File: src/rtl/pipe_stage_reg_if.sv
// Handshake bundle for one pipeline stage: upstream push side, downstream pop
// side, synchronous flush and the two performance counters.
interface pipe_stage_reg_if #(
    parameter int WIDTH = 64,
    parameter int CNT_W = 16
);
    // A transfer happens on a rising edge where valid & ready are both high;
    // valid and data stay stable until that edge, and ready may not depend on valid.
    logic             in_valid;
    logic             in_ready;
    logic [WIDTH-1:0] in_data;
    logic             flush;
    logic             out_valid;
    logic             out_ready;
    logic [WIDTH-1:0] out_data;
    logic [CNT_W-1:0] stall_cnt;
    logic [CNT_W-1:0] flush_cnt;

    modport master (
        output in_valid, in_data, flush, out_ready,
        input  in_ready, out_valid, out_data, stall_cnt, flush_cnt
    );

    modport slave (
        input  in_valid, in_data, flush, out_ready,
        output in_ready, out_valid, out_data, stall_cnt, flush_cnt
    );
endinterface

File: src/rtl/pipe_stage_reg.sv
// Pipeline stage register with optional skid entry, synchronous flush and
// saturating stall/flush counters.
module pipe_stage_reg #(
    parameter int               WIDTH       = 64,
    parameter int               SKID        = 1,
    parameter logic [WIDTH-1:0] NOP_PAYLOAD = '0,
    parameter int               CNT_W       = 16
) (
    input  logic                  clk,
    input  logic                  rst,
    pipe_stage_reg_if.slave       bus,
    output logic [1:0]            dbg_state_o
);
    typedef enum logic [1:0] {
        ST_EMPTY = 2'd0,
        ST_ONE   = 2'd1,
        ST_TWO   = 2'd2
    } state_t;

    state_t           state_q, state_d;
    logic [WIDTH-1:0] main_q, main_d;
    logic [WIDTH-1:0] skid_q, skid_d;
    logic             in_ready_q, in_ready_d;
    logic [CNT_W-1:0] stall_cnt_q, stall_cnt_d;
    logic [CNT_W-1:0] flush_cnt_q, flush_cnt_d;

    logic in_ready;
    logic out_valid;
    logic accept;
    logic consume;

    // Skid mode uses a registered ready; single-entry mode lets a pop make room in the same cycle.
    assign in_ready  = (SKID != 0) ? in_ready_q : ((state_q == ST_EMPTY) | bus.out_ready);
    assign out_valid = (state_q != ST_EMPTY);
    assign accept    = bus.in_valid & in_ready;
    assign consume   = out_valid & bus.out_ready;

    always_comb begin
        state_d     = state_q;
        main_d      = main_q;
        skid_d      = skid_q;
        stall_cnt_d = stall_cnt_q;
        flush_cnt_d = flush_cnt_q;

        if (bus.flush) begin
            state_d = ST_EMPTY;
        end else begin
            case (state_q)
                ST_EMPTY: begin
                    if (accept) begin
                        state_d = ST_ONE;
                        main_d  = bus.in_data;
                    end
                end
                ST_ONE: begin
                    if (accept && consume) begin
                        main_d = bus.in_data;
                    end else if (consume) begin
                        state_d = ST_EMPTY;
                    end else if (accept && (SKID != 0)) begin
                        state_d = ST_TWO;
                        skid_d  = bus.in_data;
                    end
                end
                ST_TWO: begin
                    if (consume) begin
                        state_d = ST_ONE;
                        main_d  = skid_q;
                    end
                end
                default: state_d = ST_EMPTY;
            endcase
        end

        if (out_valid && !bus.out_ready && !bus.flush && (stall_cnt_q != '1)) begin
            stall_cnt_d = stall_cnt_q + CNT_W'(1);
        end
        // Only flushes that actually killed something are worth counting.
        if (bus.flush && (out_valid || bus.in_valid) && (flush_cnt_q != '1)) begin
            flush_cnt_d = flush_cnt_q + CNT_W'(1);
        end

        in_ready_d = (state_d != ST_TWO);
    end

    always_ff @(posedge clk or negedge rst) begin
        if (!rst) begin
            state_q     <= ST_EMPTY;
            main_q      <= '0;
            skid_q      <= '0;
            in_ready_q  <= 1'b0;
            stall_cnt_q <= '0;
            flush_cnt_q <= '0;
        end else begin
            state_q     <= state_d;
            main_q      <= main_d;
            skid_q      <= skid_d;
            in_ready_q  <= in_ready_d;
            stall_cnt_q <= stall_cnt_d;
            flush_cnt_q <= flush_cnt_d;
        end
    end

    assign bus.in_ready  = in_ready;
    assign bus.out_valid = out_valid;
    assign bus.out_data  = out_valid ? main_q : NOP_PAYLOAD;
    assign bus.stall_cnt = stall_cnt_q;
    assign bus.flush_cnt = flush_cnt_q;
    assign dbg_state_o   = state_q;
endmodule

File: src/flat_wrapper.sv
// flat-port wrapper written by rule: the top's interface ports become plain ports
module pipe_stage_reg_flat 
#(
    parameter int               WIDTH       = 64,
    parameter int               SKID        = 1,
    parameter logic [WIDTH-1:0] NOP_PAYLOAD = '0,
    parameter int               CNT_W       = 16
)
  (clk, rst, dbg_state_o, bus_in_valid, bus_in_data, bus_flush, bus_out_ready, bus_in_ready, bus_out_valid, bus_out_data, bus_stall_cnt, bus_flush_cnt);
  pipe_stage_reg_if #(.WIDTH(WIDTH), .CNT_W(CNT_W)) bus_i ();
  input  logic clk;
  input  logic rst;
  output logic [1:0] dbg_state_o;
  input wire logic [$bits(bus_i.in_valid)-1:0] bus_in_valid;
  input wire logic [$bits(bus_i.in_data)-1:0] bus_in_data;
  input wire logic [$bits(bus_i.flush)-1:0] bus_flush;
  input wire logic [$bits(bus_i.out_ready)-1:0] bus_out_ready;
  output wire logic [$bits(bus_i.in_ready)-1:0] bus_in_ready;
  output wire logic [$bits(bus_i.out_valid)-1:0] bus_out_valid;
  output wire logic [$bits(bus_i.out_data)-1:0] bus_out_data;
  output wire logic [$bits(bus_i.stall_cnt)-1:0] bus_stall_cnt;
  output wire logic [$bits(bus_i.flush_cnt)-1:0] bus_flush_cnt;
  assign bus_i.in_valid = bus_in_valid;
  assign bus_i.in_data = bus_in_data;
  assign bus_i.flush = bus_flush;
  assign bus_i.out_ready = bus_out_ready;
  assign bus_in_ready = bus_i.in_ready;
  assign bus_out_valid = bus_i.out_valid;
  assign bus_out_data = bus_i.out_data;
  assign bus_stall_cnt = bus_i.stall_cnt;
  assign bus_flush_cnt = bus_i.flush_cnt;
  pipe_stage_reg #(.WIDTH(WIDTH), .SKID(SKID), .NOP_PAYLOAD(NOP_PAYLOAD), .CNT_W(CNT_W)) u_core (.clk(clk), .rst(rst), .bus(bus_i), .dbg_state_o(dbg_state_o));
endmodule
File: config.mk
export PLATFORM = sky130hd
export DESIGN_NAME = pipe_stage_reg_flat
export DESIGN_NICKNAME = d
export VERILOG_FILES = /design/src/rtl/pipe_stage_reg_if.sv /design/src/rtl/pipe_stage_reg.sv /design/src/flat_wrapper.sv
export SDC_FILE = /design/constraint.sdc
export NUM_CORES = 1
export LEC_CHECK = 0
export CORE_MARGIN = 5
export CORE_UTILIZATION = 51
export CTS_CLUSTER_SIZE = 8
export DETAILED_ROUTE_END_ITERATION = 7
export GPL_TIMING_DRIVEN = 0
export HOLD_SLACK_MARGIN = 0.02
export MAX_ROUTING_LAYER = met4
export PLACE_DENSITY = 0.84
export SLEW_MARGIN = 25
export SYNTH_ARGS = -nofsm -noshare
export SYNTH_HDL_FRONTEND = slang
export SYNTH_SLANG_ARGS = --single-unit
File: constraint.sdc
create_clock -name clk -period 2.2 [get_ports clk]
set_clock_uncertainty 0.05 [all_clocks]
set_input_delay 0.33 -clock clk [delete_from_list [all_inputs] [get_ports clk]]
set_output_delay 0.33 -clock clk [all_outputs]
set_load 0.03 [all_outputs]
==> PnR_summary.wiki, run 1 <==
{| class="wikitable"
! Metric !! Value
|-
| Initial antenna violation count || 0
|-
| Final routed wirelength across all metal layers || 18100 um
|-
| Commonest cells after routing, fill and taps aside || nand2_1, dfrtp_1, mux2_2
|-
| Worst slew margin relative to its limit || 57.0%
|-
| Worst path arrival time || 1.76 ns
|-
| Flop2flop setup slack || 0.15 ns
|-
| DRT iter0 DRCs || 281
|-
| CTS sink count || roughly 160
|-
| TritonCTS buffer count || 17
|-
| ANT cells || 0
|-
| Setup-failing EPs final || 0
|-
| Tightest Pin Transition || 0.645 ns
|-
| Setup Crit Path Kind || reg2out
|-
| FF+latch count, synth || ~160
|-
| Starting density of the core || 52.5%
|-
| Final Slew Violations || 0
|-
| Max-capacitance violation count || 0
|-
| Maximum number of pins on one net before global-route repair || 86
|-
| Via count of the first global-routing pass || 6110
|-
| Worst hold path stage count || 1
|-
| TritonCTS clock tree || yes
|-
| Cell-by-cell trace of the critical path || or2_4, buf_8, and2_1, clkdlybuf4s15_1
|-
| Global-route wire length before repair || ~30000 um
|-
| Via density per instance || roughly 5.2
|-
| Pre-antenna DRT Iters || 4
|-
| Total global-route track usage || between 20% and 30%
|-
| Post-synth ARST share || between 90% and 100%
|-
| Placement Rows || between 40 and 50
|-
| Most common cell after layout, fill and taps aside || nand2_1
|-
| CP Capture Type || output pin
|-
| Clock buffer depth || 2
|-
| Synthesized netlist cell count || 712
|-
| Maximum level of the CTS H-tree || 4
|-
| Start point of the worst hold path || u_core.main_q[11]$_DFFE_PN0P_
|-
| Share of the yosys chip area belonging to registers || 53.1%
|-
| Gpl congestion || 0.795
|-
| Post-Layout Cell Count || between 1000 and 1500
|-
| Total standard cell area after synthesis || just under 8000 um2
|-
| Routed Antenna Nets || 0
|-
| Worst min path class || reg2reg
|-
| Number of flops mapped to enable cells by yosys || 0
|-
| Filler Cell Count || between 1000 and 1500
|-
| Clock transition time at the flip-flop clock pins of the worst setup and hold paths || approximately 0.06 ns
|-
| Synthesized area per cell || between 10 and 15 um2
|-
| Largest driver fanout on the critical path || 10
|-
| Power density of the placed cells || 899 nW/um2
|-
| Slowest cell delay on critical path || roughly 0.40 ns
|-
| Number of nets in the layout || 975
|-
| Outcome || finished clean
|-
| Area growth, synth to finish || 31.3%
|-
| Most frequently used flop master after synthesis || dfrtp_1
|-
| DPL Wire Length || 12500 um
|-
| Die Span X || 133 um
|-
| Floorplan die height || 133 um
|-
| Startpoint type of the worst setup path || flip-flop
|-
| Maximum frequency from static timing analysis || 468 MHz
|-
| Placed cells || 1065
|-
| Crit-path slowest cell || dfrtp_2
|-
| Multi-input combinational cell area || between 3000 and 4000 um2
|-
| Crit share post-route || 97.2%
|-
| Count of unique library cells instantiated by Yosys || 40
|-
| Post-Syn Nets || 783
|-
| Crit path required time || 1.82 ns
|-
| Static Leakage || 4.74 nW
|-
| Time the worst path needs with I/O delays and setup || 2.14 ns
|-
| Number of cells on the worst reg-to-reg path || 6
|-
| Total grt overflow || 0
|-
| Post-detailed-route DRC marker count || 0
|-
| Count of input and output buffers || about 170
|-
| Die area || 17600 um2
|-
| Footprint of the flip-flops and latches || 4080 um2
|-
| Worst reg2reg endpoint || u_core.main_q[21]$_DFFE_PN0P_
|-
| Fraction of layout cells with a size suffix above 1 || 27.6%
|-
| Endpoints failing hold || 0
|-
| Setup repair after global routing missed its margin || yes
|-
| Root Buffer Master || clkbuf_16
|-
| Synth warnings || 0
|-
| WL/cell || between 15 and 20 um
|-
| Std-Cell Core Area || between 10000 and 15000 um2
|-
| Worst flop-to-flop path startpoint || u_core.dbg_state_o[1]$_DFF_PN0_
|-
| Final critical-path setup slack || 0.0619 ns
|-
| Clock latency of the later-clocked register in the worst-skew pair || roughly 0.41 ns
|-
| Top-level port count || 169
|-
| Worst hold path endpoint || u_core.main_q[11]$_DFFE_PN0P_
|-
| Worst slack after detailed placement || -0.716 ns
|-
| VDD IR-drop max || around 740 uV
|-
| Count of vias placed by the detailed router || 5741
|}
==> cell families (layout without fill, tap and decap cells) <==
kind of cell,after synthesis,in the layout,share of synthesized area [%]
mux,130,130,19.1
flops,163,163,53.1
xor+xnor,27,27,3.08
simple gates,337,337,20.4
fa+ha+maj,2,2,0.326
compound gates,14,14,1.66
buf+inv,39,244,2.36
==> sequential cells by signal (all words and copies together) (netlist names) <==
signal,count
u_core.bus.flush_cnt,16
u_core.bus.in_ready,1
u_core.bus.stall_cnt,16
u_core.dbg_state_o,2
u_core.main_q,64
u_core.skid_q,64
==> synth_stat cells, types with 2 or more instances <==
master	count	area, um2
nand4_1	9	56.3
a211oi_1	2	15.0
buf_4	6	45.0
or2_2	2	12.5
inv_1	5	18.8
dfrtp_1	163	4080
a31oi_1	2	12.5
mux2_2	121	1360
buf_1	9	33.8
and4_1	3	26.3
nor2_1	10	37.5
and3_1	2	12.5
xor2_1	15	131
nand3_1	10	50.1
nand2b_1	2	12.5
clkbuf_1	9	33.8
nand4_2	2	25.0
mux2_1	9	101
nor3_1	5	25.0
xnor2_1	12	105
nand2_1	210	788
buf_2	10	50.1
and2_1	65	407
nor4_1	11	68.8
o21ai_0	2	10.0
ha_1	2	25.0
==> routing by layer <==
layer | up-vias | share of wire, % | GRT usage (%)
li1 | 2754 | - | -
met1 | 2808 | 43 | 27.3
met2 | 157 | 49 | 35.6
met3 | 22 | 5.4 | 5.16
met4 | 0 | 1.7 | 6.41
met5 | - | 0 | -
==> through the flow <==
step           total power, mW  cell area, um2  setup TNS [ns]  hold WS, ns  util (%)
4_1_cts                   9.16           10100               0        0.435      69.3
5_1_grt                   9.54           10100         -0.0233        0.444      68.9
2_1_floorplan             5.52            7680               0      -0.0156         -
6_report                  9.07           10100               0        0.432      68.9
3_3_place_gp              6.38            9600        -1000.70        0.411      65.5
3_5_place_dp              6.48            9630          -45.49        0.323      65.7
==> what timing repair did <==
action	in CTS	in global routing
resized for setup	273	30
endpoints found under the hold margin	84	0
pin swaps	1	1
hold buffers	1	0
setup buffers	3	1
setup endpoints to repair	65	56
==> final cells by class <==
class                      instances  area share [%]
sequential                       163            40.5
timing repair buffer             174            15.7
clock inverter                     9           0.546
inverter                           5           0.186
buffer                            33            2.03
tap                              184            2.28
multi-input combinational        510            34.0
clock buffer                      23            4.84
==> worst max-delay path: cells and delay by family, from the launching register on <==
family	cells	cell delay (ns)
buffers and inverters	2	0.50
AND/OR/NAND/NOR	2	0.44
flip-flops	1	0.40
==> worst max path at each step <==
stage | depth (start not counted) | to | from
after floorplan | 4 | bus_out_data[54] | u_core.dbg_state_o[0]$_DFF_PN0_
after global placement | 1 | u_core.bus.stall_cnt[12]$_DFFE_PN0P_ | rst
after detailed placement | 6 | bus_out_data[53] | u_core.dbg_state_o[0]$_DFF_PN0_
after CTS | 4 | bus_out_data[3] | u_core.dbg_state_o[1]$_DFF_PN0_
after global routing | 4 | bus_out_data[60] | u_core.dbg_state_o[0]$_DFF_PN0_
final | 4 | bus_out_data[3] | u_core.dbg_state_o[0]$_DFF_PN0_
==> where the power goes <==
part           internal, mW  switching [mW]  leakage (nW)  total [mW]
Clock                  1.55            1.15         0.261        2.70
Combinational          1.11            1.11          2.49        2.22
Sequential             3.72           0.430          1.99        4.15
Note: power is estimated with default switching activity, not from simulation.
==> inputs of run 2 (changes only) <==
CORE_MARGIN = 2   (was 5)
==> PnR_summary.wiki, run 2 (synthesized netlist as in run 1, its figures left out) <==
{| class="wikitable"
! Metric !! Value
|-
| Setup-failing EPs final || 0 (unchanged)
|-
| Switching power as a share of total power || 27.8% (-1.9 points)
|-
| Pre-antenna DRT Iters || 4 (unchanged)
|-
| Via density per instance || 5.29 (+1.4%)
|-
| Final Slew Violations || 0 (unchanged)
|-
| Top-level port count || 169 (unchanged)
|-
| Flop pwr share || 43.4% (-2.3 points)
|-
| Area growth, synth to finish || 34.0%
|-
| Largest driver fanout on the critical path || 10 (unchanged)
|-
| Maximum level of the CTS H-tree || 4 (unchanged)
|-
| Placed cells || 1065 (unchanged)
|-
| Placement Rows || 44 (unchanged)
|-
| Maximum number of pins on one net before global-route repair || 88 (+2.3%)
|-
| Worst min path class || in2async
|-
| CP Capture Type || output pin
|-
| CTS sink count || 163 (unchanged)
|-
| Die Span X || 127 um (-4.5%)
|-
| Power density of the placed cells || 929 nW/um2 (+3.3%)
|-
| Endpoints failing hold || 0 (unchanged)
|-
| Routed Antenna Nets || 0 (unchanged)
|-
| Outcome || finished clean
|-
| Fraction of layout cells with a size suffix above 1 || 27.5% (-0.13 points)
|-
| Crit path required time || 1.82 ns (about the same)
|-
| Maximum frequency from static timing analysis || 466 MHz (-0.30%)
|-
| Setup repair after global routing missed its margin || yes
|-
| Clock transition time at the flip-flop clock pins of the worst setup and hold paths || 0.06 ns (about the same)
|-
| Global-route wire length before repair || 29200 um (-4.0%)
|-
| Std-Cell Core Area || 14600 um2 (unchanged)
|-
| Crit share post-route || 97.5% (+0.29 points)
|-
| Tightest Pin Transition || 0.604 ns (-0.0410 ns)
|-
| Total grt overflow || 0 (unchanged)
|-
| Clock latency of the later-clocked register in the worst-skew pair || 0.42 ns (about the same)
|-
| Root Buffer Master || clkbuf_16
|-
| TritonCTS buffer count || 17 (unchanged)
|-
| Max-capacitance violation count || 0 (unchanged)
|-
| Worst slew margin relative to its limit || 59.4% (+2.4 points)
|-
| Time the worst path needs with I/O delays and setup || 2.14 ns (+0.00644 ns)
|-
| Count of input and output buffers || 168 (unchanged)
|-
| Commonest cells after routing, fill and taps aside || nand2_1, dfrtp_1, mux2_2
|-
| DRT iter0 DRCs || 384 (+37%)
|-
| ANT cells || 0 (unchanged)
|-
| Cell internal pwr || 6.90 mW (+8.2%)
|-
| Most common cell after layout, fill and taps aside || nand2_1
|-
| Clock buffer depth || 2 (unchanged)
|-
| Final critical-path setup slack || 0.0555 ns (-0.00644 ns)
|-
| Largest registers ranked by flip-flop count || u_core.main_q (64), u_core.skid_q (64)
|-
| TritonCTS clock tree || yes
|-
| Initial antenna violation count || 0 (unchanged)
|-
| WL/cell || 16.1 um (-1.9%)
|-
| Gpl congestion || 0.757 (-4.9%)
|-
| Via count of the first global-routing pass || 5960 (-2.5%)
|-
| Setup Crit Path Kind || reg2out
|-
| Die area || 16100 um2 (-8.8%)
|-
| Starting density of the core || 52.5% (unchanged)
|-
| Net Sw Power || 2.66 mW (-1.2%)
|-
| Total global-route track usage || 23.5% (+1.7 points)
|-
| VDD IR-drop max || 771 uV (+4.1%)
|-
| Number of nets in the layout || 975 (unchanged)
|-
| Combinational share of power || 23.7% (-0.8 points)
|-
| Final core utilization || 70.3% (+1.4 points)
|-
| Static Leakage || 4.79 nW (+1.1%)
|-
| Startpoint type of the worst setup path || flip-flop
|-
| DPL Wire Length || 12000 um (-4.4%)
|-
| Worst path arrival time || 1.76 ns (about the same)
|-
| Worst slack after detailed placement || -0.744 ns (-0.0278 ns)
|-
| Clk network pwr share || 32.9% (+3.1 points)
|-
| Flop2flop setup slack || 0.18 ns (+0.03 ns)
|-
| Post-detailed-route DRC marker count || 0 (unchanged)
|-
| Count of vias placed by the detailed router || 5806 (+1.1%)
|-
| Floorplan die height || 127 um (-4.5%)
|-
| Final routed wirelength across all metal layers || 17700 um (-2.2%)
|-
| Filler Cell Count || 1069 (-5.3%)
|-
| Post-Layout Cell Count || 1098 (-0.27%)
|}
[run 2: final cells by class]
class	instances	area, um2	share of cell area (%)
Buffer	33	218	2.11
Clock buffer	25	505	4.91
Clock inverter	4	120	1.17
Inverter	5	18.8	0.182
Multi-Input combinational cell	510	3430	33.3
Sequential cell	163	4080	39.6
Tap cell	184	230	2.24
Timing Repair Buffer	174	1690	16.5
[run 2: final timing paths]
check                      depth (start not counted)                                   to                       startpoint
hold / removal                                     2        u_core.main_q[21]$_DFFE_PN0P_                              rst
max in group asynchronous                          3  u_core.bus.stall_cnt[7]$_DFFE_PN0P_                              rst
hold reg to reg                                    1         u_core.main_q[6]$_DFFE_PN0P_     u_core.main_q[6]$_DFFE_PN0P_
min in group clk                                   1         u_core.main_q[6]$_DFFE_PN0P_     u_core.main_q[6]$_DFFE_PN0P_
setup reg to reg                                   6        u_core.main_q[22]$_DFFE_PN0P_  u_core.dbg_state_o[1]$_DFF_PN0_
setup / recovery                                   5                     bus_out_data[33]  u_core.dbg_state_o[1]$_DFF_PN0_
[run 2: power by group through the flow]
stage	Clock, mW	Combinational [mW]	Sequential, mW
final	3.14	2.27	4.15
after global routing	3.31	2.44	4.24
after CTS	3.18	2.27	4.15
after detailed placement	0	2.28	4.19
after global placement	0	2.22	4.15
after floorplan	0	1.25	4.26
[run 2: critical path, cell delays in order (launching register included)]
cell and delay, ns:
dfrtp_2 0.39, or2_4 0.30, clkbuf_16 0.18, clkbuf_8 0.16
and2_1 0.18, buf_6 0.14
[run 2: repair_timing]
item                                    4_1_cts  5_1_grt
hold endpoints to repair                     76        0
hold buffers                                  1        0
gates resized for setup                     281       49
buffers inserted                              3        1
endpoints found under the setup margin       65       37
pin swaps                                     1        0
[run 2: through the flow]
stage / instance area (um2) / setup TNS (ns) / power (mW) / hold WS [ns]
final: 10300 / 0 / 9.56 / 0.404
after global routing: 10300 / -0.0135 / 10.0 / 0.451
after CTS: 10300 / -0.00621 / 9.60 / 0.431
after detailed placement: 9630 / -46.04 / 6.48 / 0.295
after global placement: 9600 / -1005.74 / 6.37 / 0.411
after floorplan: 7680 / 0 / 5.52 / -0.0156
[run 2: routing by layer]
metal,part of all wire (%),GRT usage [%],vias to the layer above
li1,-,-,2754
met1,44,29.5,2883
met2,50,39.0,145
met4,1.5,6.98,0
met5,0,-,-
met3,4.9,4.77,24
